**config.mk**
```make
export PLATFORM = sky130hd
export DESIGN_NAME = axi_lite_master_drv
export DESIGN_NICKNAME = d
export VERILOG_FILES = /design/src/rtl/axi_lite_master_drv.sv
export SDC_FILE = /design/constraint.sdc
export NUM_CORES = 1
export LEC_CHECK = 0
export BUFFER_PORTS_ARGS = -buffer_cell sky130_fd_sc_hd__buf_2
export CAP_MARGIN = 20
export CORE_UTILIZATION = 55
export CTS_CLUSTER_DIAMETER = 30
export DETAILED_ROUTE_END_ITERATION = 16
export PLACE_DENSITY = 0.78
export SETUP_SLACK_MARGIN = 0.5
export SLEW_MARGIN = 20
export SYNTH_ARGS = -nofsm -noshare
export SYNTH_HDL_FRONTEND = slang
export SYNTH_SLANG_ARGS = --single-unit
```
**constraint.sdc**
```tcl
create_clock -name i_clk -period 4.3 [get_ports i_clk]
set_clock_uncertainty 0.05 [all_clocks]
set_input_delay 0.86 -clock i_clk [delete_from_list [all_inputs] [get_ports i_clk]]
set_output_delay 0.86 -clock i_clk [all_outputs]
set_load 0.01 [all_outputs]
```
**src/rtl/axi_lite_master_drv.sv**
```systemverilog
// rtl/axi_lite_master_drv.sv - AXI4-Lite master driver with command FIFO and response port
// Optional watchdog compiled in with `define AXI_DRV_TIMEOUT_EN (limit TIMEOUT_CYCLES).
module axi_lite_master_drv #(
  parameter int ADDR_WIDTH     = 32,
  parameter int DATA_WIDTH     = 32,
  parameter int CMD_DEPTH      = 4,
  parameter int TIMEOUT_CYCLES = 256
) (
  input  logic                             i_clk,
  input  logic                             i_rst_n,
  input  logic                             i_cmd_valid,
  output logic                             o_cmd_ready,
  input  logic                             i_cmd_write,
  input  logic [ADDR_WIDTH-1:0]            i_cmd_addr,
  input  logic [DATA_WIDTH-1:0]            i_cmd_wdata,
  input  logic [DATA_WIDTH/8-1:0]          i_cmd_wstrb,
  output logic [$clog2(CMD_DEPTH+1)-1:0]   o_cmd_count,
  output logic                             o_rsp_valid,
  input  logic                             i_rsp_ready,
  output logic                             o_rsp_write,
  output logic [DATA_WIDTH-1:0]            o_rsp_rdata,
  output logic [1:0]                       o_rsp_resp,
  output logic                             o_rsp_timeout,
  output logic                             o_busy,
  output logic [ADDR_WIDTH-1:0]            o_awaddr,
  output logic                             o_awvalid,
  input  logic                             i_awready,
  output logic [DATA_WIDTH-1:0]            o_wdata,
  output logic [DATA_WIDTH/8-1:0]          o_wstrb,
  output logic                             o_wvalid,
  input  logic                             i_wready,
  input  logic [1:0]                       i_bresp,
  input  logic                             i_bvalid,
  output logic                             o_bready,
  output logic [ADDR_WIDTH-1:0]            o_araddr,
  output logic                             o_arvalid,
  input  logic                             i_arready,
  input  logic [DATA_WIDTH-1:0]            i_rdata,
  input  logic [1:0]                       i_rresp,
  input  logic                             i_rvalid,
  output logic                             o_rready
);

  localparam int CNT_W = $clog2(CMD_DEPTH + 1);
  localparam int PTR_W = $clog2(CMD_DEPTH);

  typedef struct packed {
    logic                    write;
    logic [ADDR_WIDTH-1:0]   addr;
    logic [DATA_WIDTH-1:0]   wdata;
    logic [DATA_WIDTH/8-1:0] wstrb;
  } cmd_t;

  typedef enum logic [2:0] {
    S_IDLE,
    S_WR_REQ,
    S_WR_RESP,
    S_RD_REQ,
    S_RD_DATA,
    S_RESP
  } state_t;

  cmd_t             r_mem [CMD_DEPTH];
  logic [PTR_W-1:0] r_wr_ptr;
  logic [PTR_W-1:0] r_rd_ptr;
  logic [CNT_W-1:0] r_count;
  logic             w_full;
  logic             w_empty;
  logic             w_push;
  logic             w_pop;
  cmd_t             w_head;

  state_t                r_state;
  state_t                w_state_nxt;
  cmd_t                  r_cmd;
  cmd_t                  w_cmd_nxt;
  logic                  r_awvalid, w_awvalid_nxt;
  logic                  r_wvalid, w_wvalid_nxt;
  logic                  r_arvalid, w_arvalid_nxt;
  logic [DATA_WIDTH-1:0] r_rsp_rdata, w_rsp_rdata_nxt;
  logic [1:0]            r_rsp_resp, w_rsp_resp_nxt;
  logic                  r_rsp_timeout, w_rsp_timeout_nxt;
  logic                  w_expired;

  // No bypass: a full FIFO refuses a push even while the head is popped.
  assign w_full      = (r_count == CNT_W'(CMD_DEPTH));
  assign w_empty     = (r_count == '0);
  assign w_push      = i_cmd_valid && !w_full;
  assign w_pop       = (r_state == S_IDLE) && !w_empty;
  assign w_head      = r_mem[r_rd_ptr];
  assign o_cmd_ready = !w_full;
  assign o_cmd_count = r_count;

  always_ff @(posedge i_clk) begin
    if (w_push) begin
      r_mem[r_wr_ptr] <= '{write: i_cmd_write, addr: i_cmd_addr,
                           wdata: i_cmd_wdata, wstrb: i_cmd_wstrb};
    end
  end

  always_ff @(posedge i_clk or negedge i_rst_n) begin
    if (!i_rst_n) begin
      r_wr_ptr <= '0;
      r_rd_ptr <= '0;
      r_count  <= '0;
    end else begin
      if (w_push) r_wr_ptr <= r_wr_ptr + PTR_W'(1);
      if (w_pop)  r_rd_ptr <= r_rd_ptr + PTR_W'(1);
      case ({w_push, w_pop})
        2'b10:   r_count <= r_count + CNT_W'(1);
        2'b01:   r_count <= r_count - CNT_W'(1);
        default: r_count <= r_count;
      endcase
    end
  end

`ifdef AXI_DRV_TIMEOUT_EN
  localparam int TMO_W = $clog2(TIMEOUT_CYCLES + 1);
  logic [TMO_W-1:0] r_tmo_cnt;
  logic             w_active;

  assign w_active  = (r_state == S_WR_REQ) || (r_state == S_WR_RESP) ||
                     (r_state == S_RD_REQ) || (r_state == S_RD_DATA);
  assign w_expired = (r_tmo_cnt >= TMO_W'(TIMEOUT_CYCLES - 1));

  always_ff @(posedge i_clk or negedge i_rst_n) begin
    if (!i_rst_n) begin
      r_tmo_cnt <= '0;
    end else if (w_pop) begin
      r_tmo_cnt <= '0;
    end else if (w_active && (r_tmo_cnt != TMO_W'(TIMEOUT_CYCLES))) begin
      r_tmo_cnt <= r_tmo_cnt + TMO_W'(1);
    end
  end
`else
  assign w_expired = 1'b0;
`endif

  always_ff @(posedge i_clk or negedge i_rst_n) begin
    if (!i_rst_n) begin
      r_state       <= S_IDLE;
      r_cmd         <= '0;
      r_awvalid     <= 1'b0;
      r_wvalid      <= 1'b0;
      r_arvalid     <= 1'b0;
      r_rsp_rdata   <= '0;
      r_rsp_resp    <= 2'b00;
      r_rsp_timeout <= 1'b0;
    end else begin
      r_state       <= w_state_nxt;
      r_cmd         <= w_cmd_nxt;
      r_awvalid     <= w_awvalid_nxt;
      r_wvalid      <= w_wvalid_nxt;
      r_arvalid     <= w_arvalid_nxt;
      r_rsp_rdata   <= w_rsp_rdata_nxt;
      r_rsp_resp    <= w_rsp_resp_nxt;
      r_rsp_timeout <= w_rsp_timeout_nxt;
    end
  end

  always_comb begin
    w_state_nxt       = r_state;
    w_cmd_nxt         = r_cmd;
    w_awvalid_nxt     = r_awvalid;
    w_wvalid_nxt      = r_wvalid;
    w_arvalid_nxt     = r_arvalid;
    w_rsp_rdata_nxt   = r_rsp_rdata;
    w_rsp_resp_nxt    = r_rsp_resp;
    w_rsp_timeout_nxt = r_rsp_timeout;
    case (r_state)
      S_IDLE: begin
        if (!w_empty) begin
          w_cmd_nxt         = w_head;
          w_rsp_timeout_nxt = 1'b0;
          if (w_head.write) begin
            w_state_nxt   = S_WR_REQ;
            w_awvalid_nxt = 1'b1;
            w_wvalid_nxt  = 1'b1;
          end else begin
            w_state_nxt   = S_RD_REQ;
            w_arvalid_nxt = 1'b1;
          end
        end
      end
      S_WR_REQ: begin
        if (i_awready) w_awvalid_nxt = 1'b0;
        if (i_wready)  w_wvalid_nxt  = 1'b0;
        if ((!r_awvalid || i_awready) && (!r_wvalid || i_wready)) begin
          w_state_nxt = S_WR_RESP;
        end else if (w_expired) begin
          w_state_nxt = S_RESP;
        end
      end
      S_WR_RESP: begin
        if (i_bvalid) begin
          w_rsp_resp_nxt  = i_bresp;
          w_rsp_rdata_nxt = '0;
          w_state_nxt     = S_RESP;
        end else if (w_expired) begin
          w_state_nxt = S_RESP;
        end
      end
      S_RD_REQ: begin
        if (i_arready) begin
          w_arvalid_nxt = 1'b0;
          w_state_nxt   = S_RD_DATA;
        end else if (w_expired) begin
          w_state_nxt = S_RESP;
        end
      end
      S_RD_DATA: begin
        if (i_rvalid) begin
          w_rsp_resp_nxt  = i_rresp;
          w_rsp_rdata_nxt = i_rdata;
          w_state_nxt     = S_RESP;
        end else if (w_expired) begin
          w_state_nxt = S_RESP;
        end
      end
      S_RESP: begin
        if (i_rsp_ready) w_state_nxt = S_IDLE;
      end
      default: w_state_nxt = S_IDLE;
    endcase
    // Watchdog abort: only reached when no completing handshake happened this cycle.
    if ((r_state != S_IDLE) && (r_state != S_RESP) && (w_state_nxt == S_RESP) &&
        !(r_state == S_WR_RESP && i_bvalid) && !(r_state == S_RD_DATA && i_rvalid)) begin
      w_awvalid_nxt     = 1'b0;
      w_wvalid_nxt      = 1'b0;
      w_arvalid_nxt     = 1'b0;
      w_rsp_resp_nxt    = 2'b10;
      w_rsp_rdata_nxt   = '0;
      w_rsp_timeout_nxt = 1'b1;
    end
  end

  assign o_awaddr      = r_cmd.addr;
  assign o_araddr      = r_cmd.addr;
  assign o_wdata       = r_cmd.wdata;
  assign o_wstrb       = r_cmd.wstrb;
  assign o_awvalid     = r_awvalid;
  assign o_wvalid      = r_wvalid;
  assign o_arvalid     = r_arvalid;
  assign o_bready      = (r_state == S_WR_RESP);
  assign o_rready      = (r_state == S_RD_DATA);
  assign o_rsp_valid   = (r_state == S_RESP);
  assign o_rsp_write   = r_cmd.write;
  assign o_rsp_rdata   = r_rsp_rdata;
  assign o_rsp_resp    = r_rsp_resp;
  assign o_rsp_timeout = r_rsp_timeout;
  assign o_busy        = (r_state != S_IDLE);

endmodule

```
==> metrics <==
Worst Tran Pin Value 1100 ps; min Tclk post-route 2791 ps; CTS tree yes; Clk pwr share 0.361; area leader, netlist edfxtp_1; Mapped Nets 882; Residual DRC 0; final core occ 0.7081; Die Ht 167.5 um; die area 0.02805 mm2; setup TNS 0 ps; Synth Register Bits 393; antenna violations before repair 5; first-pass GRT wire length 46.31 mm; Post-CTS Resized 0; total of max-cap violations 0; Core ar. 0.02688 mm2; Worst Path Required 3390 ps; synth top area cells edfxtp_1, dfrtp_1, mux4_2; post-synthesis sequential area ratio 0.7447; initial core utilization 0.5604; Initial DRT Pass Iterations 4; CTS Buf Count 72; status finished clean; total gr overflow 0; Flop pwr share 0.383; met1 Use GR 0.2769; share of cells above drive strength 1 0.4882; top fanout value on the critical path 37; drt initial violations 545; Synth top area share 0.5503; Hold Crit Class in -> async; CTS root buf clkbuf_16; overall power 15.55 mW; floorplan row count 60; # H-tree levels 3; WS Path Type reg -> out; nets@finish 1,166; clk buf depth 3; GR peak layer met2; Synth-to-Final Area Change 26.36%; fin crit share 0.6492; area of the mapped netlist 0.01506 mm2; port bufs 260; CP Capture Type output port; vias in the first global route 8,338; WP data arrival 1880 ps; Num Clock Sinks 393; GR Util met3 0.06783; via/cell ratio 5.390; leak pwr 7.428 nW; Slew headroom 0.2668; Pwr Density 817.0 mW/mm2; Switching Share 0.2969; routed len/inst 20.57 um; clock-pin slew on the worst setup and hold paths 50 ps; M2 GR Usage 0.3728; Final Setup Violations 0; PnR worst setup slack 1509 ps; maximum vdd drop 0.5120 mV; combinational cell fraction of total power 0.256; die width 167.5 um; vias post-DR 7,804; largest net degree at the start of global routing 76; startpoint types register; FMAX 358.2 MHz; unrepaired setup endpoints after global routing false; total global-route track usage 0.2209; post-CTS setup buffers 0; number of synthesis warnings 0; sw power 4.617 mW; Place WS 1567 ps; RePlAce Congestion 0.7446; number of distinct library cells after synthesis 38; Ports 261; Slew Viols, Final 0; internal power 10.93 mW; CTS Hold Bufs 0; final WL 29.78 mm; later-pin clock latency in the skew report 550 ps; Post-Synthesis Cells 762; post-route ant nets 0; final hold viol count 0; dpl hpwl 17.48 mm; Avg Cell Area, Syn 19.76 um2
cell usage in the layout, fill, tap and decap left out, drive strengths merged, types with 20 or more instances in the layout:
master,synthesis,layout
mux4,69,69
inv,43,55
clkinv,0,20
edfxtp,276,276
dfrtp,117,117
nand2,35,35
buf,54,274
mux2i,33,33
mux2,74,74
clkbuf,10,82
worst paths after layout:
| check | end | cells after the start | startpoint | slack, ps |
|---|---|---|---|---|
| max | o_rready | 3 | r_state[2] | 1510 |
| min | o_araddr[12] | 1 | i_rst_n | 320 |
| max reg2reg | o_araddr[26] | 5 | r_state[0] | 1590 |
| min reg2reg | o_rsp_write | 1 | o_rsp_write | 440 |
| max in group asynchronous | o_cmd_count[0] | 2 | i_rst_n | 3040 |
| min in group i_clk | o_rsp_write | 1 | o_rsp_write | 440 |
critical path, cell delays in order, from the launching register on:
cell,delay [ps]
dfrtp_1,510
nor3b_4,240
buf_4,370
buf_2,200
synth_stat cells (all sizes together):
library cell  count
inv              43
xor2              2
o21ai             1
o211ai            1
o32ai             1
nor2b             3
nor3b             2
or3               1
fa                1
nand3b            3
mux2i            33
nor3              2
nand4             1
ha                5
clkbuf           10
mux4             69
a21o              2
a21oi             3
nand3             2
mux2             74
a2bb2oi           1
edfxtp          276
a41oi             1
nor2              5
buf              54
and2b             1
nand2b            1
xnor2             4
dfrtp           117
and2              2
o21a              1
and3              5
nand2            35
through the flow:
stage / instances / hold WS [ps] / cell area [um2]
detailed placement: 1313 / 422.2 / 16530
CTS: 1445 / 340.3 / 19020
floorplan: 762 / 468.0 / 15060
global route: 1446 / 376.9 / 19030
global placement: 1313 / 413.5 / 16530
finish: 1448 / 319.4 / 19030
sequential cells by signal, summed over array words and instances (netlist names), 2 cells and up:
register and count:
r_mem 276, o_araddr 32, o_rsp_rdata 32, o_wdata 32
o_wstrb 4, o_cmd_count 3, r_state 3, o_rsp_resp 2
r_rd_ptr 2, r_wr_ptr 2
cell type report:
type / instances / area (um2)
antenna: 3 / 7.507
inverter: 43 / 162.7
fill: 1689 / 7845
clock inverter: 50 / 569.3
sequential: 393 / 11220
tap: 341 / 426.7
clock buffer: 82 / 1921
timing repair buffer: 274 / 1425
multi-input combinational: 262 / 3296
kinds of logic (layout without fill, tap and decap cells):
group	count (synthesis)	after routing	share of synthesized area
and+or+nand+nor	63	63	0.02060
buffers and inverters	107	449	0.03822
DFF	393	393	0.7447
xor gates and xnor gates	6	6	0.003489
other	0	3	0
AOI/OAI and AO/OA	11	11	0.007061
adders and majority gates	6	6	0.005483
muxes	176	176	0.1804
power groups by stage:
stage,combinational [mW],clock [mW],sequential (mW)
finish,3.99,5.61,5.95
global route,4.33,5.87,6.09
CTS,4.07,5.69,5.98
detailed placement,4.02,0,6.02
global placement,3.94,0,5.98
floorplan,2.80,0,5.94
routing by layer:
layer  vias to the layer above  share of wire
li1                       3493              -
met1                      3975           0.41
met2                       285           0.50
met3                        49          0.074
met4                         2          0.014
met5                         -        0.00044
(Power assumes the default switching activity.)
